**src/rtl/tl_pkg.sv**
```systemverilog
// Shared traffic-light definitions: phase codes (also used by the display controller)
// and default phase durations in seconds.
package tl_pkg;

  typedef enum logic [2:0] {
    PH_CAR_GREEN  = 3'd0,
    PH_CAR_YELLOW = 3'd1,
    PH_ALL_RED_A  = 3'd2,
    PH_WALK       = 3'd3,
    PH_WALK_FLASH = 3'd4,
    PH_ALL_RED_B  = 3'd5
  } phase_e;

  localparam int DEF_T_CAR_GREEN  = 9;
  localparam int DEF_T_CAR_YELLOW = 3;
  localparam int DEF_T_ALL_RED    = 2;
  localparam int DEF_T_WALK       = 9;
  localparam int DEF_T_WALK_FLASH = 5;
  localparam int DEF_T_PED_CUT    = 3;

  // Fixed phase ring; the CAR_GREEN rest/exit decision is made by the caller.
  function automatic logic [2:0] next_phase(input logic [2:0] ph);
    case (ph)
      PH_CAR_GREEN:  next_phase = PH_CAR_YELLOW;
      PH_CAR_YELLOW: next_phase = PH_ALL_RED_A;
      PH_ALL_RED_A:  next_phase = PH_WALK;
      PH_WALK:       next_phase = PH_WALK_FLASH;
      PH_WALK_FLASH: next_phase = PH_ALL_RED_B;
      default:       next_phase = PH_CAR_GREEN;
    endcase
  endfunction

endpackage

```
**src/rtl/tick_prescaler.sv**
```systemverilog
// Divides clk down to a 1 s strobe; the count holds while en is low so a pause
// resumes exactly where it left off.
module tick_prescaler #(
  parameter int TICK_DIV = 25_000_000
) (
  input  logic clk,
  input  logic rst,
  input  logic en,
  output logic tick
);

  localparam int W = (TICK_DIV > 1) ? $clog2(TICK_DIV) : 1;
  localparam logic [W-1:0] LAST = W'(TICK_DIV - 1);

  logic [W-1:0] cnt;

  assign tick = en && (cnt == LAST);

  always_ff @(posedge clk or posedge rst) begin
    if (rst)     cnt <= '0;
    else if (en) cnt <= tick ? '0 : cnt + W'(1);
  end

endmodule

```
**src/rtl/phase_sequencer.sv**
```systemverilog
// Traffic-light phase timer: walks the car/pedestrian phase ring at 1 s resolution,
// latches pedestrian requests and shortens car green when someone is waiting.
module phase_sequencer
  import tl_pkg::*;
#(
  parameter int TICK_DIV     = 25_000_000,
  parameter int T_CAR_GREEN  = DEF_T_CAR_GREEN,
  parameter int T_CAR_YELLOW = DEF_T_CAR_YELLOW,
  parameter int T_ALL_RED    = DEF_T_ALL_RED,
  parameter int T_WALK       = DEF_T_WALK,
  parameter int T_WALK_FLASH = DEF_T_WALK_FLASH,
  parameter int T_PED_CUT    = DEF_T_PED_CUT
) (
  input  logic       clk,
  input  logic       rst,
  input  logic       en,
  input  logic       ped_req,
  output logic [2:0] phase,
  output logic [3:0] count,
  output logic       tick,
  output logic       ped_pending
);

  logic       fire;
  logic       ped_any;
  logic       cut;
  logic [2:0] phase_n;
  logic [3:0] count_n;
  logic       pend_n;

  tick_prescaler #(.TICK_DIV(TICK_DIV)) u_presc (
    .clk  (clk),
    .rst  (rst),
    .en   (en),
    .tick (fire)
  );

  function automatic logic [3:0] phase_dur(input logic [2:0] ph);
    case (ph)
      PH_CAR_GREEN:  phase_dur = 4'(T_CAR_GREEN);
      PH_CAR_YELLOW: phase_dur = 4'(T_CAR_YELLOW);
      PH_WALK:       phase_dur = 4'(T_WALK);
      PH_WALK_FLASH: phase_dur = 4'(T_WALK_FLASH);
      default:       phase_dur = 4'(T_ALL_RED);
    endcase
  endfunction

  // A same-cycle request counts as already latched for both the cut and the green exit.
  assign ped_any = ped_req || ped_pending;
  assign cut     = (phase == PH_CAR_GREEN) && ped_any && (count > 4'(T_PED_CUT));

  always_comb begin
    phase_n = phase;
    count_n = count;
    pend_n  = ped_pending;
    if (phase > PH_ALL_RED_B) begin
      phase_n = PH_ALL_RED_A;
      count_n = 4'(T_ALL_RED);
    end else if (cut) begin
      // Independent of en and of the prescaler; a coincident tick still pulses.
      count_n = 4'(T_PED_CUT);
    end else if (fire) begin
      if (count != 4'd1) begin
        count_n = count - 4'd1;
      end else begin
        if (phase == PH_CAR_GREEN && !ped_any) phase_n = PH_CAR_GREEN;
        else                                   phase_n = next_phase(phase);
        count_n = phase_dur(phase_n);
      end
    end
    // Entering WALK serves the request; requests during WALK itself are dropped.
    if (phase_n == PH_WALK && phase != PH_WALK)  pend_n = 1'b0;
    else if (ped_req && phase != PH_WALK)        pend_n = 1'b1;
  end

  always_ff @(posedge clk or posedge rst) begin
    if (rst) begin
      phase       <= PH_CAR_GREEN;
      count       <= 4'(T_CAR_GREEN);
      tick        <= 1'b0;
      ped_pending <= 1'b0;
    end else begin
      phase       <= phase_n;
      count       <= count_n;
      tick        <= fire;
      ped_pending <= pend_n;
    end
  end

endmodule

```
**config.mk**
```make
export PLATFORM = sky130hd
export DESIGN_NAME = phase_sequencer
export DESIGN_NICKNAME = d
export VERILOG_FILES = /design/src/rtl/tl_pkg.sv /design/src/rtl/tick_prescaler.sv /design/src/rtl/phase_sequencer.sv
export SDC_FILE = /design/constraint.sdc
export NUM_CORES = 1
export LEC_CHECK = 0
export BUFFER_PORTS_ARGS = -buffer_cell sky130_fd_sc_hd__buf_4
export CORE_ASPECT_RATIO = 1.1
export CORE_MARGIN = 3
export CORE_UTILIZATION = 55
export DETAILED_ROUTE_END_ITERATION = 6
export PLACE_DENSITY = 0.74
export SYNTH_ARGS = -nofsm -noshare
export SYNTH_HDL_FRONTEND = slang
export SYNTH_SLANG_ARGS = --single-unit
```
**constraint.sdc**
```tcl
create_clock -name clk -period 2.52 [get_ports clk]
set_input_delay 0 -clock clk [delete_from_list [all_inputs] [get_ports clk]]
set_output_delay 0 -clock clk [all_outputs]
set_load 0.01 [all_outputs]
```
==> impl_metrics.py <==
metrics = {
    "run_status": {
        "status": "finished clean",
    },
    "routing": {
        "wl_per_cell_um": 15.1,
        "via_per_inst": 6.16,
        "drt.antenna.violating_nets": 0,
        "drt_iter0_drc": 133,
        "finalWirelength_mm": 3.78,
        "drc_errors": 0,
        "dr.pass1.iters": 4,
        "dr_total_vias": 1540,
    },
    "timing": {
        "finalSetupTns_ps": 0,
        "hold_slack_ps": 10.4,
        "rsz0062_at_grt": "false",
        "relSlewSlack_pct": 61.3,
        "hold_violations": 0,
        "worst_pin_slew_ps": 576,
        "period_needed_ps": 2270,
        "fin_crit_sh_pct": 89.9,
        "fin_skew_ps": 8.88,
        "fmax_mhz": 441,
        "setup_viol": 0,
        "slew_viol_final": 0,
    },
    "critical_path": {
        "crit_fanout": 11,
        "cp_slowest_cell": "or4_1",
        "crit_required_ps": 2760,
        "cp_slowest_stage_delay_ps": 510,
        "crit_chain": "ha_1 > nand4_2 > or4_1 > or2_1 > clkinv_1 > buf_4 > o21ai_0",
        "cp_data_arrival_time_ps": 2500,
        "worstRegToRegCells": 7,
        "start_kind": "register",
        "end_kind": "register",
        "path_class": "register to register",
    },
    "yosys": {
        "synth_commonest_cells": "dfrtp_1 (32), nor2_1 (24), nand2_1 (19)",
        "synthTopCellsByArea": "dfrtp_1 (44%), xor2_1 (6.3%), nor2_1 (5.0%)",
        "synth_top_area_cell": "dfrtp_1",
        "yosysSeqAreaShare_pct": 46.9,
        "syn_nets": 201,
        "synthCells": 194,
        "yosys_warnings": 0,
        "netlist_area_um2": 1820,
        "syn_avg_cell_area_um2": 9.38,
        "synth_most_common_cell": "dfrtp_1",
        "synth_seq_cells": 34,
        "synthFlopType": "dfrtp_1",
        "synthArstFlopShare_pct": 100,
        "yosys.cell_types.count": 44,
        "synth.top_cell.area_share_pct": 44.0,
        "synth_edf_count": 0,
    },
    "power_and_ir_drop": {
        "swShare_pct": 27.7,
        "p_per_area_nw_per_um2": 520,
        "p_int_mw": 0.767,
        "ir_drop_mv": 0.626,
        "p_clk_share_pct": 29.8,
        "seq_power_share_pct": 60.8,
        "p_switching_mw": 0.295,
        "combPwrFrac_pct": 9.5,
        "leakage_nw": 0.902,
    },
    "clocking": {
        "clockBufferDepth": 2,
        "clk-insertion-delay-late_ps": 340,
        "cts.clk_slew.worst_paths_ps": 100,
        "post_cts_resized": 0,
        "root_buffer": "clkbuf_4",
        "cts_buffers": 5,
        "htree_levels": 2,
        "cts.sinks": 34,
        "cts_tree": "yes",
    },
    "grt": {
        "grt_pass1_wl_mm": 6.56,
        "grt_max_degree": 35,
        "grt_antenna_before_repair": 0,
        "grt_pass1_vias": 1468,
        "grt-ovfl-total": 0,
        "track_usage_pct": 21.7,
    },
    "placement": {
        "port_buffers": 12,
        "hpwlAfterDp_mm": 2.71,
        "placed_cells": 240,
        "gp_congestion": 0.930,
    },
    "final_layout": {
        "nets": 222,
        "syn_to_final_growth_pct": 12.2,
        "stdcell_count": 250,
        "antennaDiodeCount": 0,
        "drive_above_1_share_pct": 14.4,
    },
    "hold_path": {
        "whs_path_depth": 3,
        "hold_class": "input pin to register",
    },
    "floorplanning": {
        "num_io_pins": 13,
        "rows": 21,
        "die-area_um2": 4030,
        "start_util_pct": 58.7,
        "die_w_um": 60.8,
        "die_y_um": 66.3,
        "core_area_um2": 3100,
    },
    "run": {
        "maxCapViolCount": 0,
    },
}
[flip-flops by register name (all words and copies together) (netlist names)]
signal and flops:
u_presc.cnt 25, count 4, phase 3, ped_pending 1, tick 1
[routing by layer]
metal	GRT usage, %	part of all wire [%]	vias up
met1	26.8	44	766
met5	0	0	-
li1	-	-	734
met2	36.2	51	35
met4	8.67	1.7	0
met3	4.88	3.8	5
[cells in the final DEF (no fill, tap or decap), types with 2 or more instances in the layout]
master         synthesis  final
and3_1                 4      4
inv_1                  9      9
nand3_1               15     15
a31oi_1                2      2
nor2_1                24     24
nand2b_1               2      2
xor2_1                13     13
ha_1                   3      3
nand4_1                9      9
xnor2_1                6      6
o21bai_1               2      2
dfrtp_1               32     32
a21oi_1                6      6
dfstp_2                2      2
nor4_1                 3      3
buf_4                  0     17
o211ai_1               3      3
nor3_1                 2      2
o31ai_1                4      4
clkbuf_4               0      5
o21ai_0                6      6
nor4b_1                3      3
nand2_1               19     19
dlygate4sd3_1          0      2
[cell type report]
type                    count  area [um^2]
fillers                   257         1060
repair buffers             19          148
clock inverters             1         5.00
clock buffers               7         55.1
multi-input cells         145          901
inverters                  10         37.5
well taps                  34         42.5
flip-flops and latches     34          853
[power by group through the flow]
stage,combinational (mW),sequential (mW),clock (mW)
2_1_floorplan,0.0740,0.639,0
3_3_place_gp,0.0964,0.650,0
3_5_place_dp,0.0980,0.652,0
4_1_cts,0.102,0.643,0.323
5_1_grt,0.113,0.653,0.345
6_report,0.101,0.645,0.316
[kinds of logic (layout without fill, tap and decap cells)]
| logic type | after synthesis | count (layout) | share of synthesized area, % |
|---|---|---|---|
| multiplexers | 2 | 2 | 1.17 |
| flip-flops | 34 | 34 | 46.9 |
| buffers and inverters | 15 | 37 | 3.58 |
| XOR/XNOR | 19 | 19 | 9.15 |
| AO/OA/AOI/OAI | 31 | 31 | 11.6 |
| adder cells (fa/ha/maj) | 3 | 3 | 2.06 |
| AND/OR/NAND/NOR | 90 | 90 | 25.5 |
[worst paths after layout]
check	startpoint	to	slack (ps)
min in group asynchronous	rst	u_presc.cnt[18]	300
worst max register to register	u_presc.cnt[0]	u_presc.cnt[0]	250
worst max-delay path	u_presc.cnt[0]	u_presc.cnt[0]	250
worst min-delay path	ped_req	ped_pending	10
max in group asynchronous	rst	count[3]	1890
worst min register to register	u_presc.cnt[22]	u_presc.cnt[22]	500
[worst max-delay path, delay by kind of cell, from the launching register on]
family                     cells  cell delay (ps)
and+or+nand+nor                3             1030
DFF                            1              420
buffers and inverters          2              380
adders and majority gates      1              220
AOI/OAI and AO/OA              1               90
[repair_timing]
item,CTS,global route
hold buffers,2,0
endpoints found under the setup margin,0,0
endpoints found under the hold margin,36,0
setup buffers,0,0
[per-stage QoR]
stage	utilization [%]	power [mW]	instance area, um^2	worst slack (ps)
floorplan	-	0.713	1820	506
global placement	63.3	0.746	1960	367
detailed placement	63.3	0.750	1960	280
CTS	65.9	1.07	2040	259
global route	65.9	1.11	2040	55.3
finish	65.9	1.06	2040	254
Note: power is estimated with default switching activity, not from simulation.
